[src/rtl/i2c_target.sv]
// i2c_target
// Byte-oriented I2C target answering a single 7-bit device address. It fronts
// an 8-bit addressed register space through write/read strobes. SCL and SDA
// are oversampled in the sysclk domain; SDA is driven open-drain via sda_oe.
//
// Ports:
//   sysclk     system clock, all logic on the rising edge
//   rst        asynchronous active-high reset
//   scl_i      raw SCL pin level
//   sda_i      raw SDA pin level
//   sda_oe     1 = pull SDA low, 0 = release
//   reg_addr   register pointer presented to the register space
//   reg_wdata  byte received from the master
//   reg_we     one-cycle write strobe (reg_addr/reg_wdata valid)
//   reg_re     one-cycle read strobe (reg_rdata sampled)
//   reg_rdata  read data for reg_addr
//   busy       high from an address-matched START until STOP
//   stop_evt   one-cycle pulse on every STOP condition
module i2c_target #(
  parameter logic [6:0] DEV_ADDR = 7'h50
) (
  input  logic       sysclk,
  input  logic       rst,
  input  logic       scl_i,
  input  logic       sda_i,
  output logic       sda_oe,
  output logic [7:0] reg_addr,
  output logic [7:0] reg_wdata,
  output logic       reg_we,
  output logic       reg_re,
  input  logic [7:0] reg_rdata,
  output logic       busy,
  output logic       stop_evt
);

  typedef enum logic [3:0] {
    IDLE, DEV, DACK, PTR, PACK, WDAT, WACK, RDAT, RACK, IGNORE
  } state_t;

  state_t     state;
  logic       scl_s1, scl_s2, scl_d;
  logic       sda_s1, sda_s2, sda_d;
  logic [7:0] shift;
  logic [3:0] cnt;
  logic       rw;
  logic       ack_on;
  logic       load_pend;

  logic       scl_rise, scl_fall, start_det, stop_det;
  logic [7:0] rx_byte;

  // Two-flop synchronizers plus one history flop per line. They reset to the
  // idle (high) bus level so that reset release does not fake a START/STOP.
  always_ff @(posedge sysclk or posedge rst) begin
    if (rst) begin
      scl_s1 <= 1'b1;
      scl_s2 <= 1'b1;
      scl_d  <= 1'b1;
      sda_s1 <= 1'b1;
      sda_s2 <= 1'b1;
      sda_d  <= 1'b1;
    end else begin
      scl_s1 <= scl_i;
      scl_s2 <= scl_s1;
      scl_d  <= scl_s2;
      sda_s1 <= sda_i;
      sda_s2 <= sda_s1;
      sda_d  <= sda_s2;
    end
  end

  // START/STOP require SCL high on both the current and previous sample so
  // an SDA change right at an SCL edge is never mistaken for a condition.
  assign scl_rise  = scl_s2 & ~scl_d;
  assign scl_fall  = ~scl_s2 & scl_d;
  assign start_det = scl_s2 & scl_d & ~sda_s2 & sda_d;
  assign stop_det  = scl_s2 & scl_d & sda_s2 & ~sda_d;
  assign rx_byte   = {shift[6:0], sda_s2};

  // Protocol FSM. ACK phases assert sda_oe on the first SCL fall and release
  // on the second. Read data is driven at each SCL fall; the byte after a
  // master ACK is fetched one cycle after the rising edge (load_pend), when
  // reg_re and the incremented reg_addr are visible to the register space.
  always_ff @(posedge sysclk or posedge rst) begin
    if (rst) begin
      state     <= IDLE;
      sda_oe    <= 1'b0;
      reg_addr  <= 8'h00;
      reg_wdata <= 8'h00;
      reg_we    <= 1'b0;
      reg_re    <= 1'b0;
      busy      <= 1'b0;
      stop_evt  <= 1'b0;
      shift     <= 8'h00;
      cnt       <= 4'd0;
      rw        <= 1'b0;
      ack_on    <= 1'b0;
      load_pend <= 1'b0;
    end else begin
      reg_we   <= 1'b0;
      reg_re   <= 1'b0;
      stop_evt <= 1'b0;
      if (reg_we) reg_addr <= reg_addr + 8'd1;
      if (load_pend) begin
        shift     <= reg_rdata;
        load_pend <= 1'b0;
      end
      if (stop_det) begin
        state     <= IDLE;
        sda_oe    <= 1'b0;
        ack_on    <= 1'b0;
        load_pend <= 1'b0;
        busy      <= 1'b0;
        stop_evt  <= 1'b1;
        cnt       <= 4'd0;
      end else if (start_det) begin
        state     <= DEV;
        sda_oe    <= 1'b0;
        ack_on    <= 1'b0;
        load_pend <= 1'b0;
        cnt       <= 4'd0;
      end else begin
        case (state)
          IDLE: ;
          DEV, PTR, WDAT: begin
            if (scl_rise) begin
              shift <= rx_byte;
              cnt   <= cnt + 4'd1;
              if (cnt == 4'd7) begin
                cnt <= 4'd0;
                if (state == DEV) begin
                  // General call (address 0) is deliberately not answered.
                  if (rx_byte[7:1] == DEV_ADDR && rx_byte[7:1] != 7'd0) begin
                    rw    <= rx_byte[0];
                    busy  <= 1'b1;
                    state <= DACK;
                  end else begin
                    busy  <= 1'b0;
                    state <= IGNORE;
                  end
                end else if (state == PTR) begin
                  reg_addr <= rx_byte;
                  state    <= PACK;
                end else begin
                  reg_wdata <= rx_byte;
                  reg_we    <= 1'b1;
                  state     <= WACK;
                end
              end
            end
          end
          DACK, PACK, WACK: begin
            if (scl_fall) begin
              if (!ack_on) begin
                sda_oe <= 1'b1;
                ack_on <= 1'b1;
              end else begin
                sda_oe <= 1'b0;
                ack_on <= 1'b0;
                if (state == DACK && rw) begin
                  // First read byte: MSB goes out on this same fall.
                  reg_re <= 1'b1;
                  sda_oe <= ~reg_rdata[7];
                  shift  <= {reg_rdata[6:0], 1'b0};
                  cnt    <= 4'd1;
                  state  <= RDAT;
                end else if (state == DACK) begin
                  state <= PTR;
                end else begin
                  state <= WDAT;
                end
              end
            end
          end
          RDAT: begin
            if (scl_fall) begin
              if (cnt == 4'd8) begin
                sda_oe <= 1'b0;
                cnt    <= 4'd0;
                state  <= RACK;
              end else begin
                sda_oe <= ~shift[7];
                shift  <= {shift[6:0], 1'b0};
                cnt    <= cnt + 4'd1;
              end
            end
          end
          RACK: begin
            if (scl_rise) begin
              if (!sda_s2) begin
                reg_addr  <= reg_addr + 8'd1;
                reg_re    <= 1'b1;
                load_pend <= 1'b1;
                cnt       <= 4'd0;
                state     <= RDAT;
              end else begin
                state <= IGNORE;
              end
            end
          end
          IGNORE: sda_oe <= 1'b0;
          default: state <= IDLE;
        endcase
      end
    end
  end

endmodule

[config.mk]
export PLATFORM = sky130hd
export DESIGN_NAME = i2c_target
export DESIGN_NICKNAME = d
export VERILOG_FILES = /design/src/rtl/i2c_target.sv
export SDC_FILE = /design/constraint.sdc
export NUM_CORES = 1
export LEC_CHECK = 0
export CORE_UTILIZATION = 43
export DETAILED_ROUTE_END_ITERATION = 16
export DONT_BUFFER_PORTS = 1
export GPL_TIMING_DRIVEN = 0
export REMOVE_ABC_BUFFERS = 1
export SKIP_LAST_GASP = 1
export SLEW_MARGIN = 20
export SYNTH_ARGS = -nofsm -noshare
export SYNTH_HDL_FRONTEND = slang
export SYNTH_SLANG_ARGS = --single-unit
[constraint.sdc]
create_clock -name sysclk -period 2.6 [get_ports sysclk]
set_input_delay 0.26 -clock sysclk [delete_from_list [all_inputs] [get_ports sysclk]]
set_output_delay 0.26 -clock sysclk [all_outputs]
set_load 0.01 [all_outputs]
== Word level (Yosys, flattened, before mapping) ==
Cells that the tools add are included.
Storage, ports and cells
  register bits after elaboration: 46
  input port bits: 12
Operators by class
  $add $sub $neg: 2
  equality and inequality tests: 23
  mux-type cells: 87
  bitwise gates (word level): 17
  reduce and logical (&&, ||, !) cells: 22
Operator list (count)
  8-bit two-way mux: 18
  4-bit two-way mux: 23
  1-bit two-way mux: 37
  4-bit inequality test, second input constant: 9
  8-bit case mux with 3 select lines: 1
  4-bit by 3-bit == test with 1-bit output, second input constant: 5
  4-bit case mux with 5 select lines: 1
  4-bit case mux with 4 select lines: 1
  8-bit case mux with 2 select lines: 1
  8-bit AND reduction: 2
  7-bit AND reduction: 2
  4-bit == test, second input constant: 3
  1-bit NOT: 10
  8-bit by 1-bit adder with 8-bit output, second input constant: 1
  4-bit by 2-bit == test with 1-bit output, second input constant: 2
  2-bit nonzero test: 4
  1-bit bitwise AND: 7
  7-bit == test, second input constant: 1
  7-bit nonzero test: 1
  3-bit two-way mux: 2
  3-bit nonzero test: 2
  6-bit nonzero test: 1
  3-bit OR reduction: 2
  5-bit AND reduction: 1
  13 further kinds: 14

== Logic depth before layout (Yosys ltp) ==
Gate-level depths: netlist (run 1).
  depth in word-level cells: 9
  mapped depth: 8
  gate-level depth less buffers: 8

== Worst setup path after synthesis (run 1) ==
OpenSTA, ideal clock, no wires.
  path type: register -> register
  start: reg state[0]
  end: reg reg_addr[0]
  library setup time: 0.141 ns
  arrival time: 1.872 ns
  required time: 2.459 ns
  path slack: 0.587 ns
  stages on the path, launching flop included: 7
  buffers on the path: 0
  cells stage by stage: dfrtp_1 -> or4b_4 -> a21boi_4 -> or2_4 -> o21ba_4 -> a22oi_2 -> o31ai_2
On the way
  longest elaborated chain between the ends: 8
  elaborated cells between the ends (all ways): 12
  those cells by class: eq/ne (4); mux (7); reduce/logical (1)
Ends and longest elaborated chain
  start: declaration: RTL line 40  | state_t state;
  start signal: assignment: RTL line 86  | state <= IDLE;
  start signal: assignment: RTL line 109  | state <= IDLE;
  start signal: assignment: RTL line 117  | state <= DEV;
  4-bit by 2-bit == test with 1-bit output: RTL line 123, 141
  8-bit two-way mux: RTL line 141  | end else if (state == PTR) begin
  8-bit two-way mux: RTL line 131  | if (state == DEV) begin
  8-bit two-way mux: RTL line 129  | if (cnt == 4'd7) begin
  8-bit two-way mux: RTL line 126  | if (scl_rise) begin
  8-bit case mux with 2 select lines (*): RTL line 123  | case (state)
  8-bit two-way mux (*): RTL line 116  | end else if (start_det) begin
  8-bit two-way mux (*): RTL line 108  | if (stop_det) begin
  end signal: assignment: RTL line 103  | if (reg_we) reg_addr <= reg_addr + 8'd1;
  end signal: assignment: RTL line 142  | reg_addr <= rx_byte;
  end signal: assignment: RTL line 191  | reg_addr <= reg_addr + 8'd1;
  end: declaration: RTL line 27  | output logic [7:0] reg_addr,
Mark *: on every way between the ends. The rest lies on a longest branch, timed or not.
A chain may end at the register's enable or synchronous reset.

== Final worst setup path (run 1) ==
  start: reg state[0]
  end: reg state[1]
On the way
  longest elaborated chain between the ends: 8
  elaborated cells between the ends (all ways): 34
  those cells by class: eq/ne (17); mux (11); reduce/logical (6)
Ends and longest elaborated chain
  4-bit by 2-bit == test with 1-bit output (on tied branches)
  3-bit two-way mux (tied with other cells): RTL line 167  | end else if (state == DACK) begin
  3-bit two-way mux / 4-bit two-way mux (equally long branches): RTL line 160, 131
  4-bit two-way mux (on tied branches): RTL line 154, 129
  4-bit two-way mux (on tied branches): RTL line 153, 126
  4-bit case mux with 5 select lines: RTL line 123
  4-bit two-way mux: RTL line 116
  4-bit two-way mux: RTL line 108
Several ways; a longest one is shown, not always the timed one. The select of a mux whose other input is x is not followed.

==> results of run 1 <==
==> worst register-to-register path, stage by stage, from the launching register on <==
cell and delay [ns]:
dfrtp_1 0.58, inv_1 0.27, o21ai_0 0.29, o22ai_1 0.34
nand3_1 0.31, or3_1 0.42, a21oi_1 0.13
==> state kept, by name, summed over array words and instances (netlist names), 4 cells and up <==
signal	count
cnt	4
reg_addr	8
state	4
shift	8
reg_wdata	8
==> power groups by stage <==
stage	logic (mW)	clock network [mW]	registers (mW)
after floorplan	0.709	0	1.04
after global placement	0.852	0	1.12
after detailed placement	0.870	0	1.13
after CTS	0.880	0.449	1.11
after global routing	0.999	0.479	1.15
final	0.877	0.433	1.12
==> timing repair <==
action                                  in CTS  in global routing
hold buffers                                 3                  0
hold endpoints to repair                    14                  0
setup buffers                                0                  0
endpoints found under the setup margin       0                 11
gates resized for setup                      0                  4
==> logic make-up (layout without fill, tap and decap cells) <==
kind of cell	Yosys count	count (layout)	share of synthesized area, %
muxes	16	16	6.24
adders and majority gates	3	3	1.39
and+or+nand+nor	102	102	20.4
DFF	46	46	42.8
xor gates and xnor gates	4	4	1.29
AOI/OAI and AO/OA	92	92	24.3
buffers and inverters	23	23	3.56
==> synth_stat cells (all sizes together), types with 3 or more instances <==
master  instances
inv            12
nand2b          5
a21oi           9
buf             7
a221oi          3
and3            4
o31ai           7
dfstp           6
nand2          18
nor3           14
xnor2           3
and2            3
o211ai          4
clkbuf          4
mux2i           9
nor2b           5
dfrtp          40
or3             3
a22oi          12
o22ai           8
mux2            7
o21ai          28
or2             3
nand3           7
nor2           28
ha              3
==> through the flow <==
stage	instances	instance area, sq um	setup WS (ns)	util (%)	power [mW]
3_5_place_dp	351	2770	0.0465	46.2	2.00
5_1_grt	361	2890	0.0388	48.2	2.63
3_3_place_gp	350	2750	0.0379	45.9	1.98
6_report	361	2890	0.187	48.2	2.43
2_1_floorplan	275	2660	0.479	-	1.75
4_1_cts	361	2880	0.0409	48.1	2.44
==> cell type report <==
class                      instances  area share (%)
clock buffer                       6            2.51
tap                               75            3.25
multi-input combinational        217            50.5
clock inverter                     1           0.260
inverter                          12            1.56
timing repair buffer               4            1.73
sequential                        46            40.2
==> worst max-delay path by stage <==
stage | startpoint | endpoint | slack, ns | cells past startpoint
floorplan | state[3]$_DFFE_PP0P_ | reg_addr[0]$_DFF_PP0_ | 0.48 | 6
global placement | sda_s2$_DFF_PP1_ | reg_addr[7]$_DFF_PP0_ | 0.04 | 6
detailed placement | sda_s2$_DFF_PP1_ | reg_addr[7]$_DFF_PP0_ | 0.05 | 6
CTS | sda_s2$_DFF_PP1_ | reg_addr[7]$_DFF_PP0_ | 0.04 | 6
global route | state[0]$_DFFE_PP0P_ | state[1]$_DFFE_PP0P_ | 0.04 | 6
finish | state[0]$_DFFE_PP0P_ | state[1]$_DFFE_PP0P_ | 0.19 | 6
==> metal layers <==
metal	up-vias	track usage [%]
met1	1096	32.2
met2	49	32.7
met3	9	3.82
li1	1063	-
met4	0	6.43
met5	-	0
==> impl_metrics.csv, run 1 <==
group,metric,value,unit
finish,drive_above_1_share,11.2,%
sta,tightest_slew,0.710,ns
routing,drt_iter0_drc,172,
logic_synthesis,yosysWarnings,0,
sta,maxSlewHeadroom,52.4,%
sta,skew,0.0117,ns
logic_synthesis,syn_inst,286,
critical_path,crit_arrival,2.64,ns
sta,period_share,92.8,%
routing,m1WireLength,3.16,mm
floorplanning,die_area,6620,sq um
routing,met2_length,2.98,mm
logic_synthesis,yosys.area.top_type_share,37.0,%
floorplanning,die_h,81.3,microns
routing,vias_per_cell,6.14,
routing,routed_wl,6.54,mm
hold_path,min_to,"shift[3]$_DFF_PP0_",
cts,numClockSinks,46,
logic_synthesis,async_flop_share,100,%
power_and_ir_drop,combPwrFrac,36.1,%
routing,ant_nets,0,
logic_synthesis,syn_area_per_cell,9.46,sq um
routing,top_layer,"met4",
logic_synthesis,synth-seq-cells,46,
hold_path,hold_start,"reg_rdata[2]",
critical_path,path_buf_inv,1,
finish,layout_common_cells,"38 x dfrtp_1, 27 x nor2_1, 25 x o21ai_0",
logic_synthesis,synth.area.top_cells,"dfrtp_1 37%, dfstp_2 5.8%, o21ai_0 4.6%",
finish,final_nets,301,
cts,cts_root_buf,"clkbuf_8",
floorplanning,initial_core_util,45.2,%
hold_path,min_path_cells,2,
cts,cts_buffer_depth,2,
critical_path,crit_fanout,17,
finish,layout-area-overhead-vs-synth,6.75,%
floorplanning,ioPinCount,33,
global_route,grt_usage,21.9,%
floorplanning,core,5990,sq um
sta,grt_setup_unrepaired,"no",
global_route,grt_pass1_vias,2195,
critical_path,worstPathCellList,"inv_1 > o21ai_0 > o22ai_1 > nand3_1 > or3_1 > a21oi_1",
critical_path,reg2reg_depth,6,
critical_path,crit_required,2.83,ns
routing,wl_per_cell,18.1,microns
power_and_ir_drop,pwr-share-seq,46.1,%
logic_synthesis,synth_seq_area_share,42.8,%
critical_path,ff2ff_setup_slack,0.19,ns
sta,period_minus_slack,2.41,ns
global_route,grt_start_max_net_pins,29,
flow_run,cap_violations,0,
cts,clock_latency,0.30,ns
cts,cts_tree,"built",
power_and_ir_drop,p_switching,1.00,mW
cts,clk_pin_slew,0.09,ns
finish,multi_input_area,1460,sq um
power_and_ir_drop,switching_share,41.3,%
sta,fmax,414,MHz
sta,hold_slack,0.107,ns
critical_path,slowest_delay,0.58,ns
sta,drv_slew,0,
place,io_buffers,0,
power_and_ir_drop,clock_power_share,17.8,%
hold_path,min_path_type,"primary input to flop",
sta,final.setup.tns,0,ns
global_route,antenna_found_initial,0,
power_and_ir_drop,p_leak,1.16,nW
power_and_ir_drop,intPower,1.42,mW
finish,seqCellArea,1160,sq um
critical_path,cp_top_family,"compound AO/OA/AOI/OAI gates",
run_status,status,"complete, no violations",
power_and_ir_drop,power_density,840,nW/um^2
critical_path,r2r_end,"state[1]$_DFFE_PP0P_",
critical_path,crit_slowest_cell,"dfrtp_1",
critical_path,path_class,"flop to flop",
place,gp_congestion,0.884,
floorplanning,die_w,81.3,microns
critical_path,cp-end-kind,"flop",
sta,hold_viol,0,
cts,cts_buffers,5,
global_route,grt_pass1_wl,11.0,mm
logic_synthesis,yosysUniqueCellTypes,63,
routing,firstDrtPassIters,4,
place,place_hpwl,4.67,mm
logic_synthesis,synthFlopType,"dfrtp_1",
logic_synthesis,yosys.area.top_type,"dfrtp_1",
finish,final_common_cell,"dfrtp_1",
cts,cts_max_level,2,
floorplanning,row_count,28,
critical_path,timing.rr.start,"state[0]$_DFFE_PP0P_",
routing,via_count,2217,
routing,met3_length,314,microns
finish,diodes,0,
routing,drc,0,
logic_synthesis,synth_edf_count,0,
finish,fillCellCount,581,
global_route,grt.overflow.total,0,
sta,setup_viol,0,
logic_synthesis,syn-cell-area,2710,sq um
critical_path,startpoint_type,"flop",
power_and_ir_drop,peakVddDrop,0.365,mV
Note: power is estimated with default switching activity, not from simulation.
==> run 2, diff against run 1 <==
Settings changed: CORE_UTILIZATION 43 to 40.
==> run 2 against run 1 <==
  * Clock power is 30% higher
  * Fmax is 1.5% higher
  * Cell count is 0.83% higher
  * Critical endpoint unchanged
  * Largest cell class unchanged
==> impl_metrics.csv, run 2 (same netlist as run 1, synthesis figures left out) <==
group,metric,value,unit
cts,cts_tree,"built",
finish,top_regs,"reg_addr: 8 flops, reg_wdata: 8 flops, shift: 8 flops",
cts,clk_pin_slew,0.10,ns
sta,hold_viol,0,
finish,layout-area-overhead-vs-synth,8.04,%
place,placed_cell_area,2770,sq um
global_route,grt_pass1_wl,11.2,mm
critical_path,cp_top_family,"compound AO/OA/AOI/OAI gates",
global_route,grt_usage,20.0,%
critical_path,cp-end-kind,"flop",
finish,final_util,45.5,%
global_route,grt.overflow.total,0,
routing,ant_nets,0,
cts,cts_max_level,2,
sta,final.setup.tns,0,ns
hold_path,min_path_type,"primary input to flop",
sta,fmax,421,MHz
sta,period_minus_slack,2.38,ns
critical_path,slowest_delay,0.59,ns
floorplanning,row_count,29,
place,io_buffers,0,
finish,layout_common_cells,"38 x dfrtp_1, 27 x nor2_1, 25 x o21ai_0",
finish,final_common_cell,"dfrtp_1",
sta,drv_slew,0,
global_route,grt_start_max_net_pins,34,
finish,drive_above_1_share,11.8,%
finish,fillCellCount,607,
routing,drt_iter0_drc,166,
floorplanning,die_area,7100,sq um
finish,fin_area,2920,sq um
place,gp_congestion,0.877,
floorplanning,die_h,84.3,microns
finish,diodes,0,
sta,maxSlewHeadroom,50.8,%
flow_run,cap_violations,0,
floorplanning,core,6420,sq um
global_route,antenna_found_initial,0,
cts,cts_buffers,5,
sta,setup_viol,0,
critical_path,worstPathCellList,"inv_1 > o21ai_0 > o22ai_1 > nand3_1 > or3_1 > a21oi_1",
power_and_ir_drop,power,2.57,mW
critical_path,crit_slowest_cell,"dfrtp_1",
critical_path,crit_fanout,17,
cts,cts_buffer_depth,2,
cts,cts_root_buf,"clkbuf_8",
critical_path,path_buf_inv,1,
global_route,grt_pass1_vias,2126,
routing,drc,0,
routing,via_count,2257,
run_status,status,"complete, no violations",
power_and_ir_drop,peakVddDrop,0.503,mV
routing,vias_per_cell,6.20,
sta,grt_setup_unrepaired,"no",
critical_path,path_class,"flop to flop",
power_and_ir_drop,p_leak,1.19,nW
floorplanning,die_w,84.3,microns
cts,clock_latency,0.31,ns
critical_path,startpoint_type,"flop",
finish,final_nets,301,
critical_path,crit_required,2.83,ns
routing,routed_wl,6.70,mm
sta,period_share,91.4,%
floorplanning,ioPinCount,33,
power_and_ir_drop,power_density,880,nW/um^2
sta,tightest_slew,0.734,ns
critical_path,crit_arrival,2.61,ns
routing,wl_per_cell,18.4,microns
cts,numClockSinks,46,
routing,firstDrtPassIters,4,
sta,skew,0.0137,ns
place,place_hpwl,4.65,mm
floorplanning,initial_core_util,42.1,%
-- run 2: layer usage --
metal  vias to the layer above  GRT usage [%]  part of all wire, %
li1                       1071              -                    -
met1                      1109           28.8                   47
met2                        69           30.3                   46
met3                         8           3.83                  5.4
met4                         0           6.58                  1.3
met5                         -              0                    0
-- run 2: final cells by class --
| type | count | area [sq um] | share of cell area, % |
|---|---|---|---|
| Clock inverter | 3 | 43.8 | 1.50 |
| Multi-Input combinational cell | 217 | 1460 | 49.9 |
| Timing Repair Buffer | 4 | 50.0 | 1.71 |
| Tap cell | 77 | 96.3 | 3.29 |
| Inverter | 12 | 45.0 | 1.54 |
| Sequential cell | 46 | 1160 | 39.7 |
| Clock buffer | 5 | 68.8 | 2.35 |
-- run 2: through the flow --
stage          hold WS [ns]  setup slack (ns)  cells
2_1_floorplan         0.264             0.479    275
3_3_place_gp          0.265            0.0594    352
3_5_place_dp          0.127           0.00269    353
4_1_cts              0.0832            0.0993    364
5_1_grt              0.0858            0.0445    364
6_report             0.0862             0.224    364
-- run 2: what timing repair did --
item	CTS	global route
hold buffers	3	0
endpoints found under the setup margin	1	7
resized for setup	1	3
endpoints found under the hold margin	15	0
buffers inserted	0	0
-- run 2: power breakdown --
| group | switching [mW] | internal, mW |
|---|---|---|
| clock | 0.274 | 0.289 |
| combinational | 0.498 | 0.388 |
| sequential | 0.271 | 0.853 |
| total | 1.04 | 1.53 |
-- run 2: final timing paths --
kind | start | endpoint | slack, ns | depth (start not counted)
max | state[0]$_DFFE_PP0P_ | state[1]$_DFFE_PP0P_ | 0.22 | 6
min | reg_rdata[1] | shift[2]$_DFF_PP0_ | 0.09 | 2
max reg2reg | state[0]$_DFFE_PP0P_ | state[1]$_DFFE_PP0P_ | 0.22 | 6
min reg2reg | scl_s1$_DFF_PP1_ | scl_s2$_DFF_PP1_ | 0.36 | 0
max in group asynchronous | rst | sda_d$_DFF_PP1_ | 1.69 | 3
min in group asynchronous | rst | busy$_DFFE_PP0P_ | 0.36 | 2
==> run 3, diff against run 2 <==
Settings changed: CORE_UTILIZATION 40 to 39, REMOVE_ABC_BUFFERS 1 to default.
==> run 3 against run 2 <==
  * Clock skew shrank 0.0089 ns
  * Cell area grew 0.81%
  * Combinational power grew 14%
  * First-iteration DRC count grew 3.6%
  * Largest power group unchanged
  * Critical path type unchanged
  * Register-to-register slack gained 0.05 ns
  * Flip-flop and latch count is the same
  * Cell count grew 3.0%
  * Clock power shrank 16%
==> impl_metrics.csv, run 3 (same netlist as run 1, synthesis figures left out) <==
group,metric,value,unit
global_route,grt_start_max_net_pins,32,
run_status,status,"complete, no violations",
power_and_ir_drop,switching_share,41.0,%
logic_synthesis,syn_nets,301,
routing,vias_per_cell,5.99,
global_route,met3_usage,3.99,%
cts,cts_tree,"built",
global_route,grt.overflow.total,0,
sta,hold_viol,0,
sta,maxSlewHeadroom,24.7,%
power_and_ir_drop,pwr-share-seq,41.1,%
cts,numClockSinks,46,
finish,drive_above_1_share,11.7,%
critical_path,crit_slowest_cell,"nor3_1",
global_route,grt_pass1_wl,11.1,mm
finish,final_nets,312,
finish,final_common_cell,"dfrtp_1",
power_and_ir_drop,peakVddDrop,0.324,mV
routing,wl_per_cell,17.6,microns
global_route,grt-busiest-layer,"met2",
global_route,grt_usage,19.5,%
critical_path,startpoint_type,"flop",
routing,routed_wl,6.61,mm
routing,drc,0,
sta,fmax,431,MHz
sta,grt_setup_unrepaired,"no",
finish,fin_area,2950,sq um
place,gp_congestion,0.931,
cts,cts_buffer_depth,2,
routing,firstDrtPassIters,4,
routing,via_count,2245,
sta,drv_slew,0,
critical_path,slowest_delay,0.89,ns
critical_path,crit_fanout,10,
routing,ant_nets,0,
finish,top_regs,"reg_addr: 8 flops, reg_wdata: 8 flops, shift: 8 flops",
hold_path,min_path_type,"primary input to flop",
global_route,use_met1,28.2,%
finish,seqCellArea,1160,sq um
critical_path,crit_arrival,2.51,ns
power_and_ir_drop,intPower,1.48,mW
floorplanning,core,6530,sq um
power_and_ir_drop,combPwrFrac,40.0,%
critical_path,path_class,"flop to flop",
floorplanning,die_area,7280,sq um
critical_path,worstPathCellList,"inv_1 > nand3_1 > nor3_1 > or2_1 > o21ai_0",
global_route,grt_pass1_vias,2109,
cts,clk_pin_slew,0.09,ns
place,dp.cells,364,
floorplanning,die_h,85.3,microns
floorplanning,row_count,29,
cts,cts_buffers,5,
sta,tightest_slew,1.12,ns
global_route,antenna_found_initial,0,
finish,fillCellCount,648,
floorplanning,initial_core_util,41.4,%
sta,skew,0.00478,ns
finish,diodes,0,
cts,cts_max_level,2,
cts,clock_latency,0.30,ns
floorplanning,die_w,85.3,microns
power_and_ir_drop,clock_power_share,18.8,%
finish,layout-area-overhead-vs-synth,8.92,%
cts,cts_root_buf,"clkbuf_8",
place,io_buffers,0,
finish,layout_common_cells,"40 x dfrtp_1, 27 x nor2_1, 25 x o21ai_0",
place,place_hpwl,4.78,mm
cts,ctsResizeCount,0,
flow_run,cap_violations,0,
power_and_ir_drop,p_leak,1.22,nW
critical_path,crit_required,2.78,ns
sta,final.setup.tns,0,ns
power_and_ir_drop,p_switching,1.03,mW
power_and_ir_drop,power_density,853,nW/um^2
sta,period_minus_slack,2.32,ns
finish,layout.cells.non_filler,375,
critical_path,cp-end-kind,"flop",
finish,multi_input_area,1450,sq um
place,placed_cell_area,2820,sq um
floorplanning,ioPinCount,33,
sta,period_share,89.3,%
global_route,globalRouteMet2Util,29.5,%
routing,drt_iter0_drc,172,
sta,setup_viol,0,
## run 3: power by group through the flow
stage	clock (mW)	combinational (mW)	sequential, mW
floorplan	0	0.800	0.980
detailed placement	0	0.981	1.04
finish	0.473	1.01	1.03
global route	0.518	1.11	1.06
CTS	0.491	0.994	1.03
global placement	0	0.973	1.04
## run 3: stage by stage
stage	hold WS, ns	utilization, %	worst slack, ns	power (mW)
floorplan	0.264	-	0.587	1.78
global placement	0.265	42.9	0.329	2.01
detailed placement	0.138	43.2	0.266	2.02
CTS	0.0895	45.1	0.314	2.51
global route	0.101	45.1	0.132	2.69
finish	0.0957	45.1	0.278	2.51
## run 3: worst paths after layout
path	slack, ns	cells past startpoint	from	end
hold reg to reg	0.36	0	sda_s1$_DFF_PP1_	sda_s2$_DFF_PP1_
max in group asynchronous	1.76	3	rst	shift[6]$_DFF_PP0_
min in group asynchronous	0.37	2	rst	rw$_DFFE_PP0P_
setup / recovery	0.28	5	state[0]$_DFFE_PP0P_	shift[7]$_DFF_PP0_
hold / removal	0.1	2	reg_rdata[0]	shift[1]$_DFF_PP0_
setup reg to reg	0.28	5	state[0]$_DFFE_PP0P_	shift[7]$_DFF_PP0_
## run 3: critical path, delay by kind of cell, from the launching register on
| kind | cells | cell delay, ns |
|---|---|---|
| AOI/OAI and AO/OA | 1 | 0.12 |
| and+or+nand+nor | 3 | 1.39 |
| DFF | 1 | 0.49 |
| buffers and inverters | 1 | 0.21 |
## run 3: layout make-up
type | instances | share of cell area [%]
plain buffers | 11 | 1.74
repair buffers | 4 | 1.70
multi-input cells | 217 | 49.2
clock buffers | 7 | 2.93
inverters | 12 | 1.53
well taps | 77 | 3.27
flip-flops and latches | 46 | 39.3
clock inverters | 1 | 0.297
## run 3: repair_timing
item | 4_1_cts | 5_1_grt
buffers inserted | 0 | 0
endpoints found under the hold margin | 11 | 0
setup endpoints to repair | 0 | 0
hold buffers | 3 | 0
## run 3: per-layer routing
metal	vias up	wire, microns
li1	1080	-
met1	1096	3150
met2	59	3010
met3	10	359
met4	0	97
met5	-	0
